===== src/rtl/instr_fetch_unit_pkg.sv =====
// rtl/instr_fetch_unit_pkg.sv - shared fetch-unit constants, state encoding and helpers
package instr_fetch_unit_pkg;

    localparam int PC_WIDTH_DEF    = 32;
    localparam int INSTR_WIDTH_DEF = 32;

    // Also loaded by the program counter on reset; the fetch unit never requests it.
    localparam logic [31:0] RESET_PC_DEF = 32'hFFFF_FFFC;

    typedef enum logic [2:0] {
        BOOT  = 3'd0,
        REQ   = 3'd1,
        WAIT  = 3'd2,
        HOLD  = 3'd3,
        DROP  = 3'd4,
        FAULT = 3'd5
    } fetch_state_t;

    function automatic logic pc_misaligned(input logic [1:0] pc_lsb);
        return pc_lsb != 2'b00;
    endfunction

endpackage


===== src/rtl/instr_fetch_unit_if.sv =====
// rtl/instr_fetch_unit_if.sv - instruction memory request/response port
interface instr_fetch_unit_if
    import instr_fetch_unit_pkg::*;
#(
    parameter int PC_WIDTH    = PC_WIDTH_DEF,
    parameter int INSTR_WIDTH = INSTR_WIDTH_DEF
);
    logic                   imem_req_valid;
    logic                   imem_req_ready;
    logic [PC_WIDTH-1:0]    imem_req_addr;
    logic                   imem_rsp_valid;
    logic [INSTR_WIDTH-1:0] imem_rsp_data;

    modport master (
        output imem_req_valid,
        output imem_req_addr,
        input  imem_req_ready,
        input  imem_rsp_valid,
        input  imem_rsp_data
    );

    modport slave (
        input  imem_req_valid,
        input  imem_req_addr,
        output imem_req_ready,
        output imem_rsp_valid,
        output imem_rsp_data
    );
endinterface


===== src/rtl/instr_fetch_unit.sv =====
// rtl/instr_fetch_unit.sv - fetch controller: PC-driven imem read, single instruction buffer, PCWrite back-pressure
module instr_fetch_unit
    import instr_fetch_unit_pkg::*;
#(
    parameter int                  PC_WIDTH    = PC_WIDTH_DEF,
    parameter int                  INSTR_WIDTH = INSTR_WIDTH_DEF,
    parameter logic [PC_WIDTH-1:0] RESET_PC    = PC_WIDTH'(RESET_PC_DEF)
)(
    input  logic                   CPU_clk,
    input  logic                   CPU_rst_n,
    input  logic [PC_WIDTH-1:0]    PC,
    output logic                   PCWrite,
    input  logic                   flush,
    instr_fetch_unit_if.master     bus,
    output logic                   Instr_valid,
    output logic [INSTR_WIDTH-1:0] Instr,
    output logic [PC_WIDTH-1:0]    Instr_PC,
    input  logic                   decode_ready,
    output logic                   fetch_fault
);

    fetch_state_t state;
    logic         pc_ok;
    logic         req_fire;

    assign pc_ok = !pc_misaligned(PC[1:0]);

    // Holding off at RESET_PC keeps the reset vector from ever reaching memory.
    assign bus.imem_req_valid = (state == REQ) && pc_ok && (PC != RESET_PC);
    assign bus.imem_req_addr  = (state == REQ) ? PC : '0;
    assign req_fire           = bus.imem_req_valid && bus.imem_req_ready;

    assign PCWrite     = (state == BOOT)
                      || (flush && (state != BOOT))
                      || ((state == HOLD) && decode_ready);
    assign fetch_fault = (state == FAULT);

    always_ff @(posedge CPU_clk or negedge CPU_rst_n) begin
        if (!CPU_rst_n) begin
            state       <= BOOT;
            Instr_valid <= 1'b0;
            Instr       <= '0;
            Instr_PC    <= '0;
        end else begin
            case (state)
                BOOT: state <= REQ;
                REQ: begin
                    if (!pc_ok) begin
                        state <= flush ? REQ : FAULT;
                    end else if (req_fire) begin
                        Instr_PC <= PC;
                        state    <= flush ? DROP : WAIT;
                    end
                end
                WAIT: begin
                    if (bus.imem_rsp_valid) begin
                        if (flush) begin
                            state <= REQ;
                        end else begin
                            Instr       <= bus.imem_rsp_data;
                            Instr_valid <= 1'b1;
                            state       <= HOLD;
                        end
                    end else if (flush) begin
                        state <= DROP;
                    end
                end
                HOLD: begin
                    // A flush wins over decode_ready: the buffered word is stale.
                    if (flush || decode_ready) begin
                        Instr_valid <= 1'b0;
                        state       <= REQ;
                    end
                end
                DROP: begin
                    if (bus.imem_rsp_valid) begin
                        state <= REQ;
                    end
                end
                FAULT: begin
                    if (flush) begin
                        state <= REQ;
                    end
                end
                default: state <= BOOT;
            endcase
        end
    end

endmodule


===== src/flat_wrapper.sv =====
// flat-port wrapper written by rule: the top's interface ports become plain ports
module instr_fetch_unit_flat import instr_fetch_unit_pkg::*;
#(
    parameter int                  PC_WIDTH    = PC_WIDTH_DEF,
    parameter int                  INSTR_WIDTH = INSTR_WIDTH_DEF,
    parameter logic [PC_WIDTH-1:0] RESET_PC    = PC_WIDTH'(RESET_PC_DEF)
)
  (CPU_clk, CPU_rst_n, PC, PCWrite, flush, Instr_valid, Instr, Instr_PC, decode_ready, fetch_fault, bus_imem_req_valid, bus_imem_req_addr, bus_imem_req_ready, bus_imem_rsp_valid, bus_imem_rsp_data);
  instr_fetch_unit_if #(.PC_WIDTH(PC_WIDTH), .INSTR_WIDTH(INSTR_WIDTH)) bus_i ();
  input  logic CPU_clk;
  input  logic CPU_rst_n;
  input  logic [PC_WIDTH-1:0] PC;
  output logic PCWrite;
  input  logic flush;
  output logic Instr_valid;
  output logic [INSTR_WIDTH-1:0] Instr;
  output logic [PC_WIDTH-1:0] Instr_PC;
  input  logic decode_ready;
  output logic fetch_fault;
  output wire logic [$bits(bus_i.imem_req_valid)-1:0] bus_imem_req_valid;
  output wire logic [$bits(bus_i.imem_req_addr)-1:0] bus_imem_req_addr;
  input wire logic [$bits(bus_i.imem_req_ready)-1:0] bus_imem_req_ready;
  input wire logic [$bits(bus_i.imem_rsp_valid)-1:0] bus_imem_rsp_valid;
  input wire logic [$bits(bus_i.imem_rsp_data)-1:0] bus_imem_rsp_data;
  assign bus_imem_req_valid = bus_i.imem_req_valid;
  assign bus_imem_req_addr = bus_i.imem_req_addr;
  assign bus_i.imem_req_ready = bus_imem_req_ready;
  assign bus_i.imem_rsp_valid = bus_imem_rsp_valid;
  assign bus_i.imem_rsp_data = bus_imem_rsp_data;
  instr_fetch_unit #(.PC_WIDTH(PC_WIDTH), .INSTR_WIDTH(INSTR_WIDTH), .RESET_PC(RESET_PC)) u_core (.CPU_clk(CPU_clk), .CPU_rst_n(CPU_rst_n), .PC(PC), .PCWrite(PCWrite), .flush(flush), .bus(bus_i), .Instr_valid(Instr_valid), .Instr(Instr), .Instr_PC(Instr_PC), .decode_ready(decode_ready), .fetch_fault(fetch_fault));
endmodule

===== config.mk =====
export PLATFORM = sky130hd
export DESIGN_NAME = instr_fetch_unit_flat
export DESIGN_NICKNAME = d
export VERILOG_FILES = /design/src/rtl/instr_fetch_unit_pkg.sv /design/src/rtl/instr_fetch_unit_if.sv /design/src/rtl/instr_fetch_unit.sv /design/src/flat_wrapper.sv
export SDC_FILE = /design/constraint.sdc
export NUM_CORES = 1
export LEC_CHECK = 0
export ABC_AREA = 0
export BUFFER_PORTS_ARGS = -buffer_cell sky130_fd_sc_hd__buf_2
export CAP_MARGIN = 10
export CELL_PAD_IN_SITES_DETAIL_PLACEMENT = 0
export CELL_PAD_IN_SITES_GLOBAL_PLACEMENT = 1
export CORE_ASPECT_RATIO = 0.75
export CORE_MARGIN = 2
export CORE_UTILIZATION = 37
export DETAILED_ROUTE_END_ITERATION = 8
export PLACE_DENSITY_LB_ADDON = 0.1
export SLEW_MARGIN = 20
export SYNTH_ARGS = -nofsm -noshare
export SYNTH_HDL_FRONTEND = slang
export SYNTH_SLANG_ARGS = --single-unit

===== constraint.sdc =====
create_clock -name CPU_clk -period 5.5 [get_ports CPU_clk]
set_input_delay 0.55 -clock CPU_clk [delete_from_list [all_inputs] [get_ports CPU_clk]]
set_output_delay 0.55 -clock CPU_clk [all_outputs]
set_load 0.005 [all_outputs]

After elaboration in Yosys (flattened, before gate mapping)
Cells that the tools add are included.
{ "word_totals": {"regBits": 68, "latchBits": 0, "mem_bits_rw": 0, "rom_bits": 0, "input_bits": 70, "out_inout_bits": 100, "memories": 0} }
{ "op_classes": {"add_sub_neg": 0, "multipliers": 0, "n_div": 0, "n_lt_le_gt_ge": 0, "n_eq_ne": 13, "shifts": 0, "mux": 16, "bitwise_logic": 2, "n_reduce_logical": 17} }
{ "ops": {"columns": ["cell", "count"], "rows": [
  ["two-way mux 32 bit", 1],
  ["inequality test 32 bit (second input constant)", 1],
  ["two-way mux 3 bit", 9],
  ["case mux 3 bit (6 select lines)", 1],
  ["inequality test 2 bit (second input constant)", 5],
  ["== test 3 x 2 -> 1 bit (second input constant)", 2],
  ["== test 3 bit (second input constant)", 2],
  ["AND reduction 3 bit", 2],
  ["logical AND 1 bit", 5],
  ["AND reduction 5 bit", 1],
  ["AND reduction 4 bit", 1],
  ["nonzero test 2 bit", 2],
  ["== test 3 x 1 -> 1 bit (second input constant)", 1],
  ["logical NOT 3 bit", 1],
  ["logical OR 1 bit", 3],
  ["two-way mux 1 bit", 3],
  ["inequality test 3 x 1 -> 1 bit (second input constant)", 1],
  ["inequality test 3 bit (second input constant)", 1],
  ["nonzero test 3 bit", 1],
  ["two-way mux 2 bit", 1],
  ["NOT 1 bit", 2],
  ["case mux 1 bit (2 select lines)", 1],
  ["logical NOT 1 bit", 1]
]} }

Depth between registers and ports, before layout
Gate-level depths: netlist of the first run.
{ "logic_depth": {"ltp_word": 8, "ltp_mapped": 8} }

Least setup slack after synthesis of the first run
No wires, ideal clock.
{ "synth_timing": {"kind": "input port to flip-flop", "from": "in PC[19]", "to": "reg u_core.Instr_PC[14]", "t_arrival_ns": 1.803, "path_slack_ns": 3.572, "path_stages": 7, "cell_sequence": "nand4_1 nor4_2 a21oi_2 and2_4 buf_6 buf_8 mux2_4"} }
{ "synth_between": {"elab_chain_len": 4} }
{ "synth_rtl": {"columns": ["item", "line_no", "rtl"], "rows": [
  ["from (decl)", "flat_wrapper.sv:12", "input logic [PC_WIDTH-1:0] PC;"],
  ["inequality test 32 bit", "instr_fetch_unit.sv:29", "assign bus.imem_req_valid = (state == REQ) && pc_ok && (PC != RESET_PC);"],
  ["logical AND 1 bit", "instr_fetch_unit.sv:29", null],
  ["via bus_imem_req_valid", "flat_wrapper.sv:20", "output wire logic [$bits(bus_i.imem_req_valid)-1:0] bus_imem_req_valid;"],
  ["logical AND 1 bit", "instr_fetch_unit.sv:31", "assign req_fire = bus.imem_req_valid && bus.imem_req_ready;"],
  ["AND reduction 3 bit (no line)", null, null],
  ["to (signal assigned)", "instr_fetch_unit.sv:43", "Instr_PC <= '0;"],
  ["to (signal assigned)", "instr_fetch_unit.sv:51", "Instr_PC <= PC;"],
  ["to (decl)", "instr_fetch_unit.sv:17", "output logic [PC_WIDTH-1:0] Instr_PC,"]
]} }
The timed path passes the listed nets, and every way through them passes these cells.
A chain may end at the register's enable or synchronous reset.

Worst setup path after layout of the first run
{ "layout_timing": {"from": "reg u_core.state[0]", "to": "reg u_core.Instr_PC[23]"} }
{ "layout_between": {"elab_chain_len": 5} }
{ "layout_rtl": {"columns": ["item", "line_no", "rtl"], "rows": [
  ["from (decl)", "instr_fetch_unit.sv:22", "fetch_state_t state;"],
  ["from (signal assigned)", "instr_fetch_unit.sv:49", "state <= flush ? REQ : FAULT;"],
  ["from (signal assigned)", "instr_fetch_unit.sv:52", "state <= flush ? DROP : WAIT;"],
  ["== test 3 x 1 -> 1 bit *", "instr_fetch_unit.sv:29, instr_fetch_unit.sv:45", null],
  ["logical AND 1 bit (2 in series)", "instr_fetch_unit.sv:29", null],
  ["logical AND 1 bit", "instr_fetch_unit.sv:31", null],
  ["AND reduction 3 bit (no line) *", null, null]
]} }
Mark *: on every way between the ends. The rest lies on a longest branch, timed or not.

==> reports/results.tsv, run 1 <==
stage	metric	value	unit
logic_synthesis	synth.area.top_cells	dfrtp_1 (54%), mux2_4 (13%), mux2_2 (12%)	
floorplan	start_util	37.7	%
critical_path	cpMaxStageDelayCell	nor3b_4	
run_status	status	completed	
pwr	power_density	494	nW/um2
run	max_cap_violations	0	
timing	max_slew.worst_pin.slew	876	ps
floorplan	io_pins	170	
final_layout	synthToLayoutAreaGrowth	36.6	%
cts	clock_sinks	68	
logic_synthesis	synth_flop_cell	dfrtp_1	
timing	skew	4.39	ps
logic_synthesis	synth_edf_count	0	
pwr	p_leak	2.33	nW
timing	report.final.slew_viol_count	0	
cts	cts_tree	done	
drt	routed_wl	7.26	mm
global_routing	track_usage	16.5	%
floorplan	die_h	84.0	um
logic_synthesis	synth.top_cell.area_share	53.8	%
cts	clk_latency	320	ps
cts	cts_buffers	9	
critical_path	end_kind	register	
cts	post_cts.repair.setup_buffers	0	
logic_synthesis	ys_seq_elements	68	
cts	cts_buffer_depth	2	
floorplan	die_width	111	um
cts	cts_resized	0	
timing	fin_crit_sh	45.4	%
logic_synthesis	async_flop_share	100	%
drt	wl_per_cell	14.4	um
drt	drt-initial-drc-count	67	
timing	hold_viol	0	
floorplan	fp.dieArea	9300	um2
logic_synthesis	synth_top_cells_by_count	dfrtp_1 (68), mux2_2 (35), and2_1 (32), mux2_4 (28), nand4_1 (7)	
drt	ant_nets	0	
drt	first_pass_iters	4	
logic_synthesis	netlist_instances	221	
final_layout	drive_gt1_share	64.4	%
critical_path	path_class	register to register	
pwr	irDropWorstVdd	0.213	mV
critical_path	cp_cell_sequence	nor3b_4 > nand2_2 > a21oi_2 > and2_4 > mux2_2	
floorplan	core_area	8380	um2
floorplan	placementRows	29	
place	numPortBuffers	169	
logic_synthesis	ys_seq_area_share	53.8	%
final_layout	final_util	51.5	%
critical_path	start_kind	register	
place	place_congestion	0.736	
global_routing	grt_max_degree	69	
cts	htreeDepth	3	
logic_synthesis	synth.most_common_cell	dfrtp_1	
place	place_hpwl	5.18	mm
critical_path	required	5710	ps
critical_path	arrival	2700	ps
final_layout	num-nets-final	463	
logic_synthesis	yosys.cell_types.count	36	
logic_synthesis	syn_area_per_cell	14.3	um2
drt	drt-vias-per-instance	4.61	
min_path	hold_path.class	input pin to asynchronous set/reset pin	
final_layout	regArea	1700	um2
critical_path	max_stage_delay	580	ps
global_routing	antenna_found_initial	0	
logic_synthesis	synth_nets	292	
cts	cts_hold_buf	0	
timing	max-slew-margin-rel	41.6	%
timing	finalSetupTns	0	ps
critical_path	crit_path_max_fanout	32	
global_routing	grt_pass1_wl	12.1	mm
timing	rsz0062_at_grt	no	
pwr	totalPowerFinal	2.13	mW
cts	clk_pin_slew	50	ps
logic_synthesis	synth_area_leader_cell	dfrtp_1	
timing	clock.fmax	0.401	GHz
drt	drc_errors	0	
final_layout	fillCellCount	749	
timing	period_minus_slack	2500	ps
global_routing	grt_overflow	0	
final_layout	diodes	0	
cts	ctsRootBufferMaster	clkbuf_16	
global_routing	grt_pass1_vias	2296	
drt	dr_total_vias	2324	
timing	setup-violations-final	0	
final_layout	multi_input_area	1330	um2
timing	holdWs	419	ps
logic_synthesis	synth_area	3160	um2
logic_synthesis	yosys_warnings	0	
-- worst max-delay path: cells and delay by family, from the launching register on --
kind            cells  cell delay (ps)
simple gates        3             1280
flops               1              540
mux                 1              400
compound gates      1              150
-- sequential cells by signal (all words and copies together), names as in the netlist --
register,flops
u_core.Instr_valid,1
u_core.Instr_PC,32
u_core.Instr,32
u_core.state,3
-- metal layers --
layer  track usage (%)  part of all wire, %
met4              5.11                 0.95
met3              6.10                  7.0
met2              24.3                   44
met1              22.7                   48
met5                 0                    0
-- kinds of logic after synthesis --
logic type	Yosys count	synth area share [%]
AND/OR/NAND/NOR	60	12.7
multiplexers	64	26.1
flip-flops	68	53.8
adder cells (fa/ha/maj)	1	0.396
AO/OA/AOI/OAI	14	2.93
buffers and inverters	14	4.04
-- cell usage in the layout, fill, tap and decap left out, types with 2 or more instances in the layout --
cell type and instances:
a21oi_1 2, and2_1 32, buf_2 169, buf_4 2, clkbuf_1 2, clkbuf_16 9, clkbuf_8 2, clkinv_2 2
dfrtp_1 68, inv_1 2, mux2_2 35, mux2_4 28, nand2_1 2, nand4_1 7, nor2_1 4, nor2b_1 3
nor3b_1 2, o21ai_0 5
-- metrics by stage --
| stage | instances | area, um2 | worst slack (ps) |
|---|---|---|---|
| finish | 504 | 4320 | 3000 |
| CTS | 503 | 4310 | 2610 |
| floorplan | 221 | 3160 | 3570 |
| detailed placement | 488 | 4040 | 2620 |
| global placement | 488 | 4040 | 2690 |
| global route | 504 | 4320 | 2830 |
-- final cells by class --
cell class	instances	share of cell area, %
well taps	108	3.13
clock inverters	2	0.232
flip-flops and latches	68	39.4
clock buffers	13	6.03
repair buffers	172	20.2
multi-input cells	139	30.8
inverters	2	0.174
-- power by group --
part           switching, mW  internal [mW]  total (mW)
registers              0.116          0.704       0.821
clock network          0.193          0.325       0.518
logic                  0.303          0.490       0.792
total                  0.612           1.52        2.13
-- final timing paths --
path / start / to / cells after the start / slack [ps]
worst min-delay path: CPU_rst_n / u_core.Instr[19] / 2 / 420
max in group asynchronous: CPU_rst_n / u_core.Instr_PC[7] / 2 / 4490
min in group CPU_clk: bus_imem_rsp_data[29] / u_core.Instr[29] / 2 / 450
worst max-delay path: u_core.state[0] / u_core.Instr_PC[23] / 5 / 3000
worst max register to register: u_core.state[0] / u_core.Instr_PC[23] / 5 / 3000
worst min register to register: u_core.Instr[6] / u_core.Instr[6] / 1 / 500
(Power assumes the default switching activity.)
==> inputs of run 2 (changes only) <==
--- a/config.mk
+++ b/config.mk
@@ -12,7 +12,7 @@
 export CELL_PAD_IN_SITES_GLOBAL_PLACEMENT = 1
 export CORE_ASPECT_RATIO = 0.75
 export CORE_MARGIN = 2
-export CORE_UTILIZATION = 37
+export CORE_UTILIZATION = 31
 export DETAILED_ROUTE_END_ITERATION = 8
 export PLACE_DENSITY_LB_ADDON = 0.1
 export SLEW_MARGIN = 20
==> constraint.sdc (replaced) <==
create_clock -name CPU_clk -period 2.2 [get_ports CPU_clk]
set_input_delay 0.22 -clock CPU_clk [delete_from_list [all_inputs] [get_ports CPU_clk]]
set_output_delay 0.22 -clock CPU_clk [all_outputs]
set_load 0.005 [all_outputs]
==> reports/results.tsv, run 2 (synthesis gave the netlist of run 1 again) <==
stage	metric	value	unit	change
cts	clk_pin_slew	50	ps	about the same
critical_path	path_class	register to register		unchanged
place	place_hpwl	5.81	mm	was 5.18 mm
final_layout	diodes	0		unchanged
drt	wl_per_cell	14.6	um	was 14.4 um
global_routing	grt_max_degree	69		unchanged
run_status	violations	negative hold slack		
global_routing	grt_pass1_wl	12.3	mm	was 12.1 mm
floorplan	start_util	32.3	%	was 37.7%
timing	setup-violations-final	0		unchanged
timing	skew	2.39	ps	was 4.39 ps
timing	holdWs	-8.28	ps	was 419 ps
timing	finalSetupTns	0	ps	unchanged
critical_path	crit_path_max_fanout	13		was 32
drt	drt-initial-drc-count	91		was 67
cts	post_cts.repair.setup_buffers	0		unchanged
floorplan	placementRows	31		was 29
global_routing	grt_pass1_vias	2311		was 2296
cts	cts_resized	0		unchanged
final_layout	num-nets-final	465		was 463
drt	dr_total_vias	2326		was 2324
drt	drt-vias-per-instance	4.39		was 4.61
final_layout	drive_gt1_share	65.1	%	was 64.4%
critical_path	arrival	2120	ps	was 2700 ps
critical_path	start_kind	register		unchanged
cts	cts_tree	done		unchanged
timing	fin_crit_sh	86.9	%	was 45.4%
final_layout	synthToLayoutAreaGrowth	40.3	%	was 36.6%
floorplan	die_h	91.4	um	was 84.0 um
pwr	seqPwrFrac	36.6	%	was 38.5%
floorplan	fp.dieArea	11000	um2	was 9300 um2
cts	clock_sinks	68		unchanged
floorplan	core_area	9770	um2	was 8380 um2
final_layout	final_cell_mix	buf_2 (168), dfrtp_1 (68), mux2_2 (35), and2_1 (32), mux2_4 (28)		was buf_2 (169), dfrtp_1 (68), mux2_2 (35), and2_1 (32), mux2_4 (28)
timing	rsz0062_at_grt	no		unchanged
timing	hold_viol	3		was 0
run	max_cap_violations	0		unchanged
pwr	irDropWorstVdd	0.489	mV	was 0.213 mV
pwr	p_clk_share	26.8	%	was 24.3%
pwr	totalPowerFinal	5.55	mW	was 2.13 mW
cts	cts_buffer_depth	2		unchanged
timing	clock.fmax	0.523	GHz	was 0.401 GHz
timing	max-slew-margin-rel	41.9	%	was 41.6%
drt	drc_errors	0		unchanged
global_routing	grt_overflow	0		unchanged
timing	period_minus_slack	1910	ps	was 2500 ps
cts	cts_hold_buf	0		unchanged
place	numPortBuffers	169		unchanged
final_layout	final_common_cell	buf_2		unchanged
global_routing	track_usage	14.4	%	was 16.5%
final_layout	fin_cells	530		was 504
place	place_congestion	0.708		was 0.736
min_path	hold_path.class	input pin to asynchronous set/reset pin		unchanged
critical_path	crit_start	u_core.state[2]		was u_core.state[0]
cts	cts_buffers	9		unchanged
pwr	pwr-share-comb	36.5	%	was 37.2%
global_routing	antenna_found_initial	0		unchanged
pwr	p_sw	1.57	mW	was 0.612 mW
critical_path	end_kind	register		unchanged
final_layout	final_util	45.4	%	was 51.5%
run_status	status	complete, but fails checks		was completed
drt	ant_nets	0		unchanged
cts	htreeDepth	3		unchanged
timing	report.final.slew_viol_count	0		unchanged
cts	clk_latency	320	ps	about the same
drt	first_pass_iters	4		unchanged
floorplan	io_pins	170		unchanged
floorplan	die_width	121	um	was 111 um
cts	ctsRootBufferMaster	clkbuf_16		unchanged
pwr	switching_share	28.3	%	was 28.7%
drt	routed_wl	7.76	mm	was 7.26 mm
final_layout	largestRegisters	u_core.Instr x32, u_core.Instr_PC x32, u_core.state x3		unchanged
critical_path	critical_path.reg2reg.startpoint	u_core.state[2]		was u_core.state[0]
pwr	p_int	3.97	mW	was 1.52 mW
place	place_inst	515		was 488
pwr	power_density	1250	nW/um2	was 494 nW/um2
timing	max_slew.worst_pin.slew	871	ps	was 876 ps
pwr	p_leak	2.36	nW	was 2.33 nW
critical_path	required	2410	ps	was 5710 ps
run 2: cell types whose count changed in the layout (fill, tap and decap cells not counted), moves of 2 or more:
cell,previous run,this run
buf_12,0,3
clkbuf_8,2,0
bufinv_16,0,2
clkinv_2,2,4
clkbuf_1,2,0
run 2: power by group through the flow:
stage,registers [mW],logic [mW],clock network (mW)
floorplan,2.07,1.06,0
global placement,2.05,2.06,0
detailed placement,2.05,2.07,0
CTS,2.04,2.08,1.54
global route,2.11,2.24,1.60
finish,2.03,2.03,1.49
run 2: critical path: stages, from the launching register on:
cell	delay, ps
dfrtp_1	490
nor3b_4	240
nand2_2	110
a21oi_2	130
and2_4	320
buf_12	200
mux2_4	310
run 2: path summary, 6_finish.rpt:
check,endpoint,slack [ps],cells after the start
min in group CPU_clk,u_core.Instr[15],120,2
max in group asynchronous,u_core.Instr_PC[28],1620,1
min,u_core.Instr_PC[14],-8,1
max reg2reg,u_core.Instr_PC[7],290,6
min reg2reg,u_core.Instr[1],500,1
max,u_core.Instr_PC[7],290,6
run 2: metal layers:
metal / global-route usage (%) / vias to the layer above / wire [um]
met4: 4.94 / 0 / 81
met2: 21.0 / 100 / 3440
met3: 5.15 / 7 / 593
met1: 19.7 / 1094 / 3650
li1: - / 1125 / -
met5: 0 / - / 0
run 2: final cells by class:
cell class                      count  area, um2
Tap cell                          132        165
Fill cell                         970       5340
Clock buffer                        9        225
Timing Repair Buffer              174        923
Clock inverter                      6       80.1
Sequential cell                    68       1700
Multi-Input combinational cell    139       1330
Inverter                            2       7.51
run 2: per-stage QoR:
step | setup slack [ps] | cell area [um2]
2_1_floorplan | 364 | 3160
3_3_place_gp | 301 | 4130
3_5_place_dp | 299 | 4130
4_1_cts | 282 | 4430
5_1_grt | 168 | 4430
6_report | 288 | 4430
==> inputs of run 3 (changes only) <==
--- a/config.mk
+++ b/config.mk
@@ -8,11 +8,11 @@
 export ABC_AREA = 0
 export BUFFER_PORTS_ARGS = -buffer_cell sky130_fd_sc_hd__buf_2
 export CAP_MARGIN = 10
-export CELL_PAD_IN_SITES_DETAIL_PLACEMENT = 0
-export CELL_PAD_IN_SITES_GLOBAL_PLACEMENT = 1
+export CELL_PAD_IN_SITES_DETAIL_PLACEMENT = 2
+export CELL_PAD_IN_SITES_GLOBAL_PLACEMENT = 2
 export CORE_ASPECT_RATIO = 0.75
 export CORE_MARGIN = 2
-export CORE_UTILIZATION = 31
+export CORE_UTILIZATION = 25
 export DETAILED_ROUTE_END_ITERATION = 8
 export PLACE_DENSITY_LB_ADDON = 0.1
 export SLEW_MARGIN = 20
==> reports/results.tsv, run 3 (synthesis gave the netlist of run 1 again) <==
stage	metric	value	unit	change
cts	cts_buffers	9		unchanged
final_layout	largestRegisters	u_core.Instr x32, u_core.Instr_PC x32, u_core.state x3		unchanged
drt	wl_per_cell	16.0	um	was 14.6 um
critical_path	end_kind	register		unchanged
min_path	hold_path.class	input pin to register		was input pin to asynchronous set/reset pin
final_layout	fin_area	4460	um2	was 4430 um2
critical_path	critical_path.reg2reg.startpoint	u_core.state[2]		unchanged
global_routing	antenna_found_initial	0		unchanged
timing	holdWs	113	ps	was -8.28 ps
timing	clock.fmax	0.499	GHz	was 0.523 GHz
drt	wl_met2	4.49	mm	was 3.44 mm
cts	cts_tree	done		unchanged
global_routing	grt_max_degree	46		was 69
critical_path	arrival	2220	ps	was 2120 ps
drt	drc_errors	0		unchanged
place	place_hpwl	6.96	mm	was 5.81 mm
timing	skew	7.32	ps	was 2.39 ps
final_layout	drive_gt1_share	65.3	%	was 65.1%
timing	max_slew.worst_pin.slew	622	ps	was 871 ps
timing	hold_viol	0		was 3
global_routing	grt_pass1_wl	14.4	mm	was 12.3 mm
floorplan	start_util	25.7	%	was 32.3%
drt	drt-initial-drc-count	40		was 91
critical_path	r2r_slack	190	ps	was 290 ps
timing	period_minus_slack	2010	ps	was 1910 ps
global_routing	grt_pass1_vias	2682		was 2311
drt	top_layer	met4		unchanged
drt	routed_wl	9.11	mm	was 7.76 mm
timing	finalSetupTns	0	ps	unchanged
global_routing	track_usage	13.9	%	was 14.4%
timing	fin_crit_sh	91.2	%	was 86.9%
pwr	p_leak	2.35	nW	was 2.36 nW
drt	wl_met1	3.90	mm	was 3.65 mm
pwr	power_density	1230	nW/um2	was 1250 nW/um2
floorplan	placementRows	35		was 31
pwr	irDropWorstVdd	0.402	mV	was 0.489 mV
place	numPortBuffers	169		unchanged
critical_path	crit_end	u_core.Instr_PC[23]		was u_core.Instr_PC[7]
final_layout	regArea	1700	um2	unchanged
run_status	status	completed		was complete, but fails checks
cts	ctsRootBufferMaster	clkbuf_16		unchanged
place	placed_cell_area	4170	um2	was 4130 um2
final_layout	fillCellCount	1318		was 970
place	place_congestion	0.685		was 0.708
drt	dr_total_vias	2414		was 2326
critical_path	crit_start	u_core.state[2]		unchanged
floorplan	fp.dieArea	13600	um2	was 11000 um2
global_routing	grt_overflow	0		unchanged
drt	drt-vias-per-instance	4.24		was 4.39
cts	cts_buffer_depth	2		unchanged
floorplan	die_h	101	um	was 91.4 um
floorplan	core_area	12300	um2	was 9770 um2
final_layout	final_common_cell	buf_2		unchanged
critical_path	reg2reg_depth	5		was 6
floorplan	io_pins	170		unchanged
critical_path	path_class	register to register		unchanged
critical_path	required	2410	ps	about the same
critical_path	crit_path_max_fanout	32		was 13
cts	clk_latency	330	ps	was 320 ps
drt	ant_nets	0		unchanged
drt	wl_met3	548	um	was 593 um
critical_path	reg2reg_to	u_core.Instr_PC[23]		was u_core.Instr_PC[7]
timing	report.final.slew_viol_count	0		unchanged
critical_path	start_kind	register		unchanged
cts	clock_sinks	68		unchanged
cts	htreeDepth	3		unchanged
final_layout	multi_input_area	1340	um2	was 1330 um2
run	max_cap_violations	0		unchanged
final_layout	diodes	0		unchanged
final_layout	final_cell_mix	buf_2 (168), dfrtp_1 (68), mux2_2 (35), and2_1 (32), mux2_4 (28)		unchanged
timing	setup-violations-final	0		unchanged
final_layout	num-nets-final	469		was 465
final_layout	synthToLayoutAreaGrowth	41.2	%	was 40.3%
floorplan	die_width	134	um	was 121 um
timing	max-slew-margin-rel	58.5	%	was 41.9%
drt	first_pass_iters	4		unchanged
timing	rsz0062_at_grt	no		unchanged
cts	clk_pin_slew	60	ps	was 50 ps
run 3: changes by cell type in the layout (fill, tap and decap cells not counted), sizes merged:
cell and delta:
buf +3, bufinv -2, clkbuf +1, clkinv -2, clkinvlp +4, dlygate4sd3 +1
run 3: critical path, stage by stage, from the launching register on:
cell and delay, ps:
dfrtp_1 460, nor3b_4 220, nand2_2 100, a21oi_2 130, and2_4 530, mux2_2 410
run 3: stage by stage:
step	std cells	total power, mW	util, %	worst slack (ps)
floorplan	221	3.14	-	364
global placement	552	4.15	33.9	184
detailed placement	552	4.22	33.9	162
CTS	569	5.61	36.3	164
global route	569	5.89	36.3	72.5
finish	569	5.48	36.3	194
run 3: worst min path at each step:
stage	from	to	slack [ps]	depth (start not counted)
after floorplan	CPU_rst_n	u_core.Instr[0]	-80	0
after global placement	CPU_rst_n	u_core.Instr_PC[7]	280	1
after detailed placement	CPU_rst_n	u_core.Instr_PC[6]	280	1
after CTS	bus_imem_rsp_data[12]	u_core.Instr[12]	100	2
after global routing	bus_imem_rsp_data[27]	u_core.Instr[27]	100	2
final	bus_imem_rsp_data[27]	u_core.Instr[27]	110	2
run 3: layout make-up:
type | count | share of cell area, %
clock buffers | 10 | 5.35
clock inverters | 6 | 0.897
inverters | 2 | 0.168
multi-input cells | 139 | 29.9
flip-flops and latches | 68 | 38.1
well taps | 166 | 4.65
repair buffers | 178 | 20.9
run 3: where the power goes:
group          leakage, nW  switching (mW)  total [mW]  internal (mW)
combinational         1.35           0.847        2.09           1.24
sequential           0.872           0.280        2.04           1.76
clock                0.127           0.556        1.34          0.788
total                 2.35            1.68        5.48           3.79
run 3: timing repair:
item / in CTS / in global routing
resized for setup: 0 / 0
endpoints found under the setup margin: 0 / 0
setup buffers: 0 / 0
hold buffers: 1 / 0
endpoints found under the hold margin: 42 / 0
run 3: layer usage:
metal / GRT usage (%) / up-vias
li1: - / 1128
met1: 16.6 / 1196
met2: 23.2 / 79
met3: 5.46 / 11
met4: 4.26 / 0
met5: 0 / -
